File: config.mk
export PLATFORM = sky130hd
export DESIGN_NAME = phy_speed_monitor
export DESIGN_NICKNAME = d
export VERILOG_FILES = /design/src/rtl/phy_mgmt_pkg.sv /design/src/rtl/mdc_clk_gen.sv /design/src/rtl/phy_speed_monitor.sv
export SDC_FILE = /design/constraint.sdc
export NUM_CORES = 1
export LEC_CHECK = 0
export BUFFER_PORTS_ARGS = -buffer_cell sky130_fd_sc_hd__buf_2
export CORE_ASPECT_RATIO = 0.8
export CORE_MARGIN = 2
export CORE_UTILIZATION = 42
export CTS_CLUSTER_DIAMETER = 150
export DETAILED_ROUTE_END_ITERATION = 6
export GPL_TIMING_DRIVEN = 0
export PLACE_DENSITY = 0.58
export SLEW_MARGIN = 5
export SYNTH_ARGS = -nofsm -noshare
export SYNTH_HDL_FRONTEND = slang
export SYNTH_HIERARCHICAL = 1
export SYNTH_SLANG_ARGS = --single-unit
File: constraint.sdc
create_clock -name clk_50_max10 -period 2.9 [get_ports clk_50_max10]
set_input_delay 0.435 -clock clk_50_max10 [delete_from_list [all_inputs] [get_ports clk_50_max10]]
set_output_delay 0.435 -clock clk_50_max10 [all_outputs]
set_load 0.005 [all_outputs]
File: src/rtl/phy_mgmt_pkg.sv
// -----------------------------------------------------------------------------
// phy_mgmt_pkg
// Shared definitions for the PHY management poller: FSM state encoding, MDIO
// frame field lengths, clause-22 start/opcode codes, PHY status register bit
// positions and speed codes, plus a helper that assembles the 14-bit read
// command (ST, OP, PHYAD, REGAD) shifted out MSB-first.
// -----------------------------------------------------------------------------
package phy_mgmt_pkg;

    typedef enum logic [2:0] {
        IDLE = 3'd0,
        WAIT = 3'd1,
        PRE  = 3'd2,
        CMD  = 3'd3,
        TA   = 3'd4,
        DATA = 3'd5,
        DONE = 3'd6
    } mgmt_state_e;

    localparam int PRE_BITS  = 32;
    localparam int CMD_BITS  = 14;
    localparam int TA_BITS   = 2;
    localparam int DATA_BITS = 16;

    localparam logic [1:0] ST_CODE = 2'b01;
    localparam logic [1:0] OP_READ = 2'b10;

    // PHY-specific status register fields
    localparam int STAT_SPD_HI   = 15;
    localparam int STAT_SPD_LO   = 14;
    localparam int STAT_RESOLVED = 11;
    localparam int STAT_LINK     = 10;

    localparam logic [1:0] SPD_1000 = 2'b10;
    localparam logic [1:0] SPD_100  = 2'b01;
    localparam logic [1:0] SPD_10   = 2'b00;

    function automatic logic [CMD_BITS-1:0] read_cmd(input logic [4:0] phy_addr,
                                                     input logic [4:0] reg_addr);
        return {ST_CODE, OP_READ, phy_addr, reg_addr};
    endfunction

endpackage

File: src/rtl/mdc_clk_gen.sv
// -----------------------------------------------------------------------------
// mdc_clk_gen
// MDC divider. While en_i is high, mdc_o toggles every CLK_DIV clocks; while
// en_i is low the divider is held with mdc_o low, so each enable starts with a
// full low half-period.
// rise_o / fall_o are single-cycle strobes asserted in the clock cycle whose
// closing edge makes mdc_o rise / fall, so logic acting on a strobe updates on
// the same edge as MDC.
// Ports:
//   clk_i   system clock
//   rst_ni  asynchronous active-low reset
//   en_i    run enable
//   mdc_o   MDIO clock
//   rise_o  strobe: mdc_o rises at the next clock edge
//   fall_o  strobe: mdc_o falls at the next clock edge
// -----------------------------------------------------------------------------
module mdc_clk_gen #(
    parameter int CLK_DIV = 13
) (
    input  logic clk_i,
    input  logic rst_ni,
    input  logic en_i,
    output logic mdc_o,
    output logic rise_o,
    output logic fall_o
);

    localparam int CW = (CLK_DIV > 1) ? $clog2(CLK_DIV) : 1;
    localparam logic [CW-1:0] CNT_TERM = CW'(CLK_DIV - 1);

    logic [CW-1:0] cnt_q, cnt_d;
    logic          mdc_q, mdc_d;
    logic          terminal;

    assign terminal = (cnt_q == CNT_TERM);
    assign rise_o   = en_i & terminal & ~mdc_q;
    assign fall_o   = en_i & terminal &  mdc_q;
    assign mdc_o    = mdc_q;

    always_comb begin
        cnt_d = cnt_q;
        mdc_d = mdc_q;
        if (!en_i) begin
            cnt_d = '0;
            mdc_d = 1'b0;
        end else if (terminal) begin
            cnt_d = '0;
            mdc_d = ~mdc_q;
        end else begin
            cnt_d = cnt_q + 1'b1;
        end
    end

    always_ff @(posedge clk_i or negedge rst_ni) begin
        if (!rst_ni) begin
            cnt_q <= '0;
            mdc_q <= 1'b0;
        end else begin
            cnt_q <= cnt_d;
            mdc_q <= mdc_d;
        end
    end

endmodule

File: src/rtl/phy_speed_monitor.sv
// -----------------------------------------------------------------------------
// phy_speed_monitor
// Autonomous MDIO master: every POLL_CYCLES clocks it reads the PHY-specific
// status register and turns the resolved speed/link into the MAC set_1000 /
// set_10 inputs and a link_up LED signal. mdio_oen is active-low (0 = drive).
//
// Ports:
//   clk_50_max10  in   system clock
//   fpga_resetn   in   asynchronous active-low reset
//   phy_resetn    in   low = PHY in reset; poller idles and clears status
//   bus_hold      in   high = do not start a new frame (checked only when the
//                      poll timer has expired)
//   mdio_in       in   MDIO pad input (asynchronous, synchronised here)
//   mdc           out  MDIO clock, runs only while a frame is in progress
//   mdio_out      out  MDIO drive value
//   mdio_oen      out  0 = drive mdio_out, 1 = release
//   set_1000      out  MAC gigabit select
//   set_10        out  MAC 10Mb select
//   link_up       out  PHY real-time link
//   status_valid  out  a resolved status has been decoded
//   poll_busy     out  high from preamble start to the end of the decode cycle
//
// Build option PHY_SPEED_MON_DEBUG_EN adds:
//   status_raw[15:0]  last status word read (loaded at every decode)
//   frame_cnt[7:0]    completed frames, wraps
// -----------------------------------------------------------------------------
module phy_speed_monitor
    import phy_mgmt_pkg::*;
#(
    parameter int         CLK_DIV     = 13,
    parameter logic [4:0] PHY_ADDR    = 5'h00,
    parameter logic [4:0] STAT_REG    = 5'h11,
    parameter int         POLL_CYCLES = 5_000_000
) (
    input  logic        clk_50_max10,
    input  logic        fpga_resetn,
    input  logic        phy_resetn,
    input  logic        bus_hold,
    input  logic        mdio_in,
    output logic        mdc,
    output logic        mdio_out,
    output logic        mdio_oen,
    output logic        set_1000,
    output logic        set_10,
    output logic        link_up,
    output logic        status_valid,
    output logic        poll_busy
`ifdef PHY_SPEED_MON_DEBUG_EN
    ,
    output logic [15:0] status_raw,
    output logic [7:0]  frame_cnt
`endif
);

    localparam int TW = $clog2(POLL_CYCLES + 1);
    localparam logic [TW-1:0]       TIMER_TERM = TW'(POLL_CYCLES - 1);
    localparam logic [CMD_BITS-1:0] CMD_WORD   = read_cmd(PHY_ADDR, STAT_REG);

    mgmt_state_e           state_q, state_d;
    logic [TW-1:0]         timer_q, timer_d;
    logic [5:0]            bit_cnt_q, bit_cnt_d;
    logic [CMD_BITS-1:0]   tx_q, tx_d;
    logic [DATA_BITS-1:0]  rx_q, rx_d;
    logic                  mdio_out_q, mdio_out_d;
    logic                  mdio_oen_q, mdio_oen_d;
    logic                  set_1000_q, set_1000_d;
    logic                  set_10_q, set_10_d;
    logic                  link_up_q, link_up_d;
    logic                  valid_q, valid_d;
    logic                  busy_q, busy_d;
    logic                  mdio_meta_q, mdio_sync_q;
`ifdef PHY_SPEED_MON_DEBUG_EN
    logic [15:0]           status_raw_q, status_raw_d;
    logic [7:0]            frame_cnt_q, frame_cnt_d;
`endif

    logic mdc_en, mdc_rise, mdc_fall;

    // Divider is stopped in DONE so MDC is low there, and drops combinationally
    // with phy_resetn so MDC is low on the very next clock after a PHY reset.
    assign mdc_en = busy_q & (state_q != DONE) & phy_resetn;

    mdc_clk_gen #(
        .CLK_DIV (CLK_DIV)
    ) u_mdc (
        .clk_i  (clk_50_max10),
        .rst_ni (fpga_resetn),
        .en_i   (mdc_en),
        .mdc_o  (mdc),
        .rise_o (mdc_rise),
        .fall_o (mdc_fall)
    );

    always_ff @(posedge clk_50_max10 or negedge fpga_resetn) begin
        if (!fpga_resetn) begin
            mdio_meta_q <= 1'b1;
            mdio_sync_q <= 1'b1;
        end else begin
            mdio_meta_q <= mdio_in;
            mdio_sync_q <= mdio_meta_q;
        end
    end

    always_comb begin
        state_d    = state_q;
        timer_d    = timer_q;
        bit_cnt_d  = bit_cnt_q;
        tx_d       = tx_q;
        rx_d       = rx_q;
        mdio_out_d = mdio_out_q;
        mdio_oen_d = mdio_oen_q;
        set_1000_d = set_1000_q;
        set_10_d   = set_10_q;
        link_up_d  = link_up_q;
        valid_d    = valid_q;
`ifdef PHY_SPEED_MON_DEBUG_EN
        status_raw_d = status_raw_q;
        frame_cnt_d  = frame_cnt_q;
`endif

        if (!phy_resetn) begin
            // PHY reset overrides everything: drop any partial frame.
            state_d    = IDLE;
            timer_d    = '0;
            bit_cnt_d  = '0;
            mdio_out_d = 1'b1;
            mdio_oen_d = 1'b1;
            set_1000_d = 1'b0;
            set_10_d   = 1'b0;
            link_up_d  = 1'b0;
            valid_d    = 1'b0;
        end else begin
            case (state_q)
                IDLE: begin
                    state_d = WAIT;
                    timer_d = '0;
                end
                WAIT: begin
                    // Timer parks at terminal count while the bus is held.
                    if (timer_q == TIMER_TERM) begin
                        if (!bus_hold) begin
                            state_d    = PRE;
                            bit_cnt_d  = '0;
                            mdio_out_d = 1'b1;
                            mdio_oen_d = 1'b0;
                        end
                    end else begin
                        timer_d = timer_q + 1'b1;
                    end
                end
                PRE: begin
                    if (mdc_fall) begin
                        if (bit_cnt_q == 6'(PRE_BITS - 1)) begin
                            state_d    = CMD;
                            bit_cnt_d  = '0;
                            mdio_out_d = CMD_WORD[CMD_BITS-1];
                            tx_d       = CMD_WORD << 1;
                        end else begin
                            bit_cnt_d = bit_cnt_q + 1'b1;
                        end
                    end
                end
                CMD: begin
                    if (mdc_fall) begin
                        if (bit_cnt_q == 6'(CMD_BITS - 1)) begin
                            state_d    = TA;
                            bit_cnt_d  = '0;
                            mdio_out_d = 1'b1;
                            mdio_oen_d = 1'b1;
                        end else begin
                            bit_cnt_d  = bit_cnt_q + 1'b1;
                            mdio_out_d = tx_q[CMD_BITS-1];
                            tx_d       = {tx_q[CMD_BITS-2:0], 1'b0};
                        end
                    end
                end
                TA: begin
                    if (mdc_fall) begin
                        if (bit_cnt_q == 6'(TA_BITS - 1)) begin
                            state_d   = DATA;
                            bit_cnt_d = '0;
                        end else begin
                            bit_cnt_d = bit_cnt_q + 1'b1;
                        end
                    end
                end
                DATA: begin
                    if (mdc_rise) begin
                        rx_d = {rx_q[DATA_BITS-2:0], mdio_sync_q};
                    end
                    // The last bit is sampled on the rise before this fall.
                    if (mdc_fall) begin
                        if (bit_cnt_q == 6'(DATA_BITS - 1)) begin
                            state_d   = DONE;
                            bit_cnt_d = '0;
                        end else begin
                            bit_cnt_d = bit_cnt_q + 1'b1;
                        end
                    end
                end
                DONE: begin
                    state_d = WAIT;
                    timer_d = '0;
                    if (rx_q[STAT_RESOLVED]) begin
                        valid_d = 1'b1;
                        if (!rx_q[STAT_LINK]) begin
                            link_up_d  = 1'b0;
                            set_1000_d = 1'b0;
                            set_10_d   = 1'b0;
                        end else begin
                            link_up_d = 1'b1;
                            case (rx_q[STAT_SPD_HI:STAT_SPD_LO])
                                SPD_1000: begin
                                    set_1000_d = 1'b1;
                                    set_10_d   = 1'b0;
                                end
                                SPD_100: begin
                                    set_1000_d = 1'b0;
                                    set_10_d   = 1'b0;
                                end
                                SPD_10: begin
                                    set_1000_d = 1'b0;
                                    set_10_d   = 1'b1;
                                end
                                default: ; // reserved code: keep current speed
                            endcase
                        end
                    end
`ifdef PHY_SPEED_MON_DEBUG_EN
                    status_raw_d = rx_q;
                    frame_cnt_d  = frame_cnt_q + 1'b1;
`endif
                end
                default: state_d = IDLE;
            endcase
        end

        busy_d = (state_d == PRE) || (state_d == CMD) || (state_d == TA) ||
                 (state_d == DATA) || (state_d == DONE);
    end

    always_ff @(posedge clk_50_max10 or negedge fpga_resetn) begin
        if (!fpga_resetn) begin
            state_q    <= IDLE;
            timer_q    <= '0;
            bit_cnt_q  <= '0;
            tx_q       <= '0;
            rx_q       <= '0;
            mdio_out_q <= 1'b1;
            mdio_oen_q <= 1'b1;
            set_1000_q <= 1'b0;
            set_10_q   <= 1'b0;
            link_up_q  <= 1'b0;
            valid_q    <= 1'b0;
            busy_q     <= 1'b0;
        end else begin
            state_q    <= state_d;
            timer_q    <= timer_d;
            bit_cnt_q  <= bit_cnt_d;
            tx_q       <= tx_d;
            rx_q       <= rx_d;
            mdio_out_q <= mdio_out_d;
            mdio_oen_q <= mdio_oen_d;
            set_1000_q <= set_1000_d;
            set_10_q   <= set_10_d;
            link_up_q  <= link_up_d;
            valid_q    <= valid_d;
            busy_q     <= busy_d;
        end
    end

`ifdef PHY_SPEED_MON_DEBUG_EN
    always_ff @(posedge clk_50_max10 or negedge fpga_resetn) begin
        if (!fpga_resetn) begin
            status_raw_q <= '0;
            frame_cnt_q  <= '0;
        end else begin
            status_raw_q <= status_raw_d;
            frame_cnt_q  <= frame_cnt_d;
        end
    end

    assign status_raw = status_raw_q;
    assign frame_cnt  = frame_cnt_q;
`endif

    assign mdio_out     = mdio_out_q;
    assign mdio_oen     = mdio_oen_q;
    assign set_1000     = set_1000_q;
    assign set_10       = set_10_q;
    assign link_up      = link_up_q;
    assign status_valid = valid_q;
    assign poll_busy    = busy_q;

endmodule

* After elaboration in Yosys (flattened, before gate mapping)
Cells that the tools add are included.
** Storage, ports and cells
- Bits in registers :: 76
- Input bits :: 5
- Output and inout port bits :: 8
- Logic and storage cells :: 153
** Cells by class
- $add $sub $neg :: 3
- Equality and inequality tests :: 42
- Muxes and demuxes :: 67
- Bitwise logic cells :: 6
- Reductions and logical operators :: 19
** Operator list (number)
- $mux W6 :: 11
- $mux W14 :: 4
- $mux W23 :: 2
- $pmux W23 S2 :: 1
- $mux W3 :: 11
- $ne A3 B3 Y1 const B :: 10
- $pmux W6 S5 :: 1
- $mux W1 :: 29
- $pmux W14 S2 :: 1
- $add A23 B1 Y23 const B :: 1
- $eq A23 B23 Y1 const B :: 1
- $eq A3 B3 Y1 const B :: 6
- $pmux W3 S6 :: 1
- $eq A3 B2 Y1 const B :: 4
- $eq A6 B4 Y1 const B :: 2
- $reduce_and A6 Y1 :: 2
- $ne A2 B2 Y1 const B :: 5
- $reduce_and A3 Y1 :: 3
- $mux W4 :: 2
- $ne A4 B3 Y1 const B :: 2
- $reduce_and A7 Y1 :: 1
- $add A6 B1 Y6 const B :: 1
- $eq A6 B1 Y1 const B :: 1
- $eq A6 B5 Y1 const B :: 1
- 21 further kinds :: 34

* Logic depth before layout (Yosys ltp)
- Depth in word-level cells :: 13
- Depth in mapped cells :: 11
- Gate-level depth less buffers :: 9

* Cells and area by module
Netlist, hierarchy kept.
** By module, submodules not included
- phy_speed_monitor :: instances 1, cells an instance 354, area an instance 3641.0 sq um, sequential area each 1756.7 sq um
- mdc_clk_gen :: instances 1, cells an instance 25, area an instance 255.2 sq um, sequential area each 125.1 sq um

* Worst setup path before layout
Ideal clock, no wire load.
- Path kind :: input to register
- From :: input port phy_resetn
- To :: register tx_q[12]
- Setup time :: 146 ps
- Data arrival time :: 2492 ps
- Data required time :: 2754 ps
- Path slack :: 262 ps
- Stages :: 10
- Path buffers :: 4
- Cells stage by stage :: clkbuf_1 > clkbuf_1 > nand2_1 > nor2_1 > and3_1 > clkbuf_1 > nand2_1 > nor3_1 > clkbuf_1 > a22oi_1
** Between the ends
- Cells in the longest elaborated chain, start to end :: 5
- Elaborated cells on any way between the ends :: 6
- Those cells by class :: eq/ne: 2; bitwise: 3; reduce/logical: 1
** Ends and longest elaborated chain
- from (decl) :: line phy_speed_monitor.sv:37 : input logic phy_resetn,
- $and A1 B1 Y1 * :: line phy_speed_monitor.sv:81 : assign mdc_en = busy_q & (state_q != DONE) & phy_resetn;
- via mdc_en :: line phy_speed_monitor.sv:77 : logic mdc_en, mdc_rise, mdc_fall;
- $and A1 B1 Y1 * (2 in series) :: line mdc_clk_gen.sv:37 : assign fall_o = en_i & terminal & mdc_q;
- via mdc_fall :: line phy_speed_monitor.sv:77
- $ne A2 B2 Y1 (no source line)
- $reduce_and A6 Y1 (no source line) *
- to (signal assigned) :: line phy_speed_monitor.sv:260 : tx_q <= tx_d;
- to (decl) :: line phy_speed_monitor.sv:62 : logic [CMD_BITS-1:0] tx_q, tx_d;
Mark *: on every way through the listed nets, which the timed path passes. The rest lies on a longest branch.
A chain may end at the register's enable or synchronous reset.

* Worst setup path after layout
- From :: register state_q[2]
- To :: register tx_q[5]
** Between the ends
- Cells in the longest elaborated chain, start to end :: 7
- Elaborated cells on any way between the ends :: 14
- Those cells by class :: eq/ne: 7; mux: 1; bitwise: 4; reduce/logical: 2
** Ends and longest elaborated chain
- from (decl) :: line phy_speed_monitor.sv:59 : mgmt_state_e state_q, state_d;
- from (signal assigned) :: line phy_speed_monitor.sv:257 : state_q <= state_d;
- $ne A3 B3 Y1 * :: line phy_speed_monitor.sv:81
- $and A1 B1 Y1 * (2 in series) :: line phy_speed_monitor.sv:81
- via mdc_en :: line phy_speed_monitor.sv:77
- $and A1 B1 Y1 * (2 in series) :: line mdc_clk_gen.sv:37
- via mdc_fall :: line phy_speed_monitor.sv:77
- $ne A2 B2 Y1 (no source line)
- $reduce_and A6 Y1 (no source line) *
Marked as above.

==> impl_results.rst <==
.. list-table::
   :header-rows: 1

   * - Metric
     - Value
   * - Kind of cell adding the most delay to the critical path
     - simple AND/OR/NAND/NOR gates
   * - End of the worst register-to-register path
     - tx_q[5]
   * - Buffer count from post-CTS setup fixing
     - 0
   * - Area of the core
     - 9040 µm²
   * - Via count of the first global-routing pass
     - 2775
   * - Root Buffer Master
     - sky130_fd_sc_hd__clkbuf_16
   * - Initial antenna violation count
     - 0
   * - Most numerous cell in the Yosys netlist
     - sky130_fd_sc_hd__dfrtp_1
   * - Start point of the worst hold path
     - mdio_in
   * - Mean cell area of the mapped netlist
     - 10.3 µm²
   * - Max-capacitance violation count
     - 0
   * - Gate count after technology mapping
     - 379
   * - Top cells by instance count after synthesis
     - 71 x sky130_fd_sc_hd__dfrtp_1, 25 x sky130_fd_sc_hd__nor2_1, 22 x sky130_fd_sc_hd__nand2_1
   * - Total Power
     - 2.26 mW
   * - Io pins
     - 13
   * - CTS H-tree lvls
     - 3
   * - Total of fill cells in the finished design
     - 810
   * - Via Count
     - 2905
   * - Clock tree from TritonCTS
     - yes
   * - Count of flip-flops with a built-in enable after synthesis
     - 0
   * - Clk_lat worst skew
     - 0.33 ns
   * - Number of warning messages in the yosys log
     - 6
   * - Final setup viols
     - 0
   * - Proportion of layout cells with a drive suffix above 1
     - 16.3%
   * - Number of CTS-inserted buffers
     - 9
   * - Half-perimeter wire length of the detailed placement result
     - 5560 µm
   * - Clock slew seen by the registers of the worst setup and hold paths
     - 0.06 ns
   * - Worst-case reg-to-reg path depth
     - 10
   * - Largest net degree at the start of global routing
     - 56
   * - Gp weighted congestion
     - 0.826
   * - Largest fanout on the critical path
     - 10
   * - Global router's overall resource usage
     - 16.8%
   * - Mapped Nets
     - 392
   * - Post-route antenna net violation count
     - 0
   * - Buffers on Ports
     - 12
   * - Startpoint type of the worst setup path
     - register
   * - Number of clock sinks seen by CTS
     - 75
   * - Leak pwr
     - 1.90 nW
   * - Buffers plus inverters on the worst setup path
     - 3
   * - P&R area growth vs syn
     - 14.1%
   * - Number of max-slew violations in the final report
     - 0
   * - Die height
     - 90.1 µm
   * - Max Fclk
     - 377 MHz
   * - Sequential share of the synthesized area
     - 48.3%
   * - Headroom to the max-slew limit
     - 50.1%
   * - Number of vias per cell after detailed routing
     - 5.58
   * - DR pass1 iterations
     - 4
   * - Number of different library cells in the post-synthesis netlist
     - 63
   * - Flop and latch count out of synthesis
     - 75
   * - Top_reg_cell synth
     - sky130_fd_sc_hd__dfrtp_1
   * - Power Dens Cells
     - 509 nW/µm²
   * - Post-route DRC violation count
     - 0
   * - Number of cell rows
     - 31
   * - Top cell type by total area after synthesis
     - sky130_fd_sc_hd__dfrtp_1
   * - Worst Hold Depth
     - 1
   * - Sum of overflow across all layers after global routing
     - 0
   * - Buffer levels on the longest clock path
     - 2
   * - Area share of the largest cell type after synthesis
     - 45.6%
   * - Die footprint
     - 10100 µm²
   * - Total number of nets in the final design
     - 414
   * - Top cell by count, worst path
     - sky130_fd_sc_hd__nand2_1
   * - Measured slew at the worst slew-check pin
     - 0.743 ns
   * - Worst reg2reg path startpoint
     - state_q[2]
   * - Clk_skew
     - 0.00656 ns
   * - Outcome
     - completed
   * - Hold violation count in the final report
     - 0
   * - Reg-to-reg slack, setup
     - 0.25 ns
   * - Post-route clock period utilization
     - 91.5%
   * - WL per Instance
     - 15.3 µm
   * - ANT cells
     - 0
   * - Worst path required time
     - 3.09 ns
   * - Post-route minimum period
     - 2.65 ns
   * - Slowest stage cell, crit path
     - sky130_fd_sc_hd__dfrtp_1
   * - Initial standard-cell utilization of the core
     - 43.1%
   * - Setup Crit Path Kind
     - reg2reg
   * - Cell chain of the critical path
     - clkbuf_1 -> nand2_1 -> nor2_1 -> nor2_2 -> and3_1 -> clkbuf_2 -> nand2_1 -> nor3_2 -> buf_2 -> a22oi_1
   * - Hold_ws
     - 0.195 ns
   * - Combined area of all synthesized cells
     - 3900 µm²
   * - Post-synthesis async set-or-reset flop share
     - 100%
   * - Largest cells by area after synthesis
     - sky130_fd_sc_hd__dfrtp_1 46%, sky130_fd_sc_hd__mux2_2 4.0%, sky130_fd_sc_hd__dfstp_2 2.7%
   * - Die Span X
     - 112 µm
   * - Max rail drop VDD
     - 0.318 mV
   * - First-iteration detailed-routing DRC count
     - 207
   * - Hold Path Class
     - in2reg
   * - Worst min-delay path endpoint
     - mdio_meta_q
   * - Type of element capturing the critical path
     - register
   * - Largest incremental delay on the critical path
     - 0.44 ns
   * - Unrepaired setup endpoints after global routing
     - false
   * - Data arrival time at the worst-slack endpoint
     - 2.84 ns
   * - First-pass GRT wire length
     - 13900 µm
   * - Final routed wirelength across all metal layers
     - 7990 µm
-- how the worst max path moves through the flow --
stage | start | endpoint | cells after the start
3_3_place_gp | phy_resetn | tx_q[13] | 11
3_5_place_dp | phy_resetn | tx_q[5] | 11
5_1_grt | state_q[2] | tx_q[13] | 10
4_1_cts | state_q[0] | tx_q[5] | 9
6_report | state_q[2] | tx_q[5] | 10
2_1_floorplan | phy_resetn | tx_q[12] | 10
-- stage by stage --
stage	std cells	cell area, µm²	worst slack (ns)	util [%]	setup TNS, ns
4_1_cts	523	4450	0.0324	49.2	0
2_1_floorplan	379	3900	0.262	-	0
5_1_grt	521	4450	0.0198	49.2	0
3_3_place_gp	506	4100	-0.671	45.4	-10.46
6_report	521	4450	0.245	49.2	0
3_5_place_dp	507	4130	-0.669	45.7	-10.37
-- state kept, by name, summed over array words and instances (netlist names), 3 cells and up --
signal,cells
tx_q,13
bit_cnt_q,6
u_mdc/cnt_q,4
rx_q,16
state_q,3
timer_q,23
-- worst reg2reg max path, delay by kind of cell, from the launching register on --
family	cells	cell delay, ns
AOI/OAI and AO/OA	1	0.12
DFF	1	0.44
and+or+nand+nor	6	1.18
buffers and inverters	3	0.78
-- layout by cell type, fill, tap and decap left out, types with 7 or more instances in the layout --
cell	Yosys	final
sky130_fd_sc_hd__a21oi_1	16	16
sky130_fd_sc_hd__a22o_1	12	12
sky130_fd_sc_hd__a22oi_1	7	7
sky130_fd_sc_hd__and2_1	8	8
sky130_fd_sc_hd__and3_1	8	8
sky130_fd_sc_hd__buf_2	3	15
sky130_fd_sc_hd__clkbuf_1	14	8
sky130_fd_sc_hd__clkbuf_16	0	9
sky130_fd_sc_hd__dfrtp_1	71	70
sky130_fd_sc_hd__ha_1	8	8
sky130_fd_sc_hd__inv_1	16	16
sky130_fd_sc_hd__mux2_2	14	14
sky130_fd_sc_hd__nand2_1	22	22
sky130_fd_sc_hd__nand3_1	17	17
sky130_fd_sc_hd__nor2_1	25	24
sky130_fd_sc_hd__o21ai_0	14	14
sky130_fd_sc_hd__or3_1	7	7
sky130_fd_sc_hd__xor2_1	10	10
-- power by group --
| group | internal, mW | switching, mW | total (mW) |
|---|---|---|---|
| Clock | 0.693 | 0.447 | 1.14 |
| Combinational | 0.0201 | 0.0461 | 0.0663 |
| Sequential | 1.05 | 0.00459 | 1.06 |
-- layout make-up --
type,instances,area (µm²),share of cell area (%)
Clock buffer,11,243,5.46
Sequential cell,75,1880,42.3
Tap cell,115,144,3.24
Clock inverter,5,61.3,1.38
Timing Repair Buffer,14,100,2.25
Multi-Input combinational cell,267,1870,42.1
Inverter,19,71.3,1.60
Buffer,15,72.6,1.63
-- kinds of logic after synthesis --
logic type | after synthesis | share of synthesized area (%)
AO/OA/AOI/OAI | 93 | 17.2
XOR/XNOR | 13 | 2.92
adder cells (fa/ha/maj) | 8 | 2.57
buffers and inverters | 37 | 3.85
flip-flops | 75 | 48.3
multiplexers | 16 | 4.59
AND/OR/NAND/NOR | 137 | 20.6
-- per-layer routing --
layer | vias up | global-route usage [%] | share of wire (%) | routed length [µm]
met4 | 0 | 6.07 | 1.9 | 153
met3 | 12 | 4.92 | 3.5 | 283
met5 | - | 0 | 0 | 0
li1 | 1437 | - | - | -
met2 | 54 | 23.0 | 41 | 3280
met1 | 1402 | 25.1 | 54 | 4280
-- repair_timing --
action | 4_1_cts | 5_1_grt
gates resized for setup | 4 | 5
hold buffers | 1 | 0
endpoints found under the setup margin | 20 | 21
endpoints found under the hold margin | 20 | 0
(Power assumes the default switching activity.)
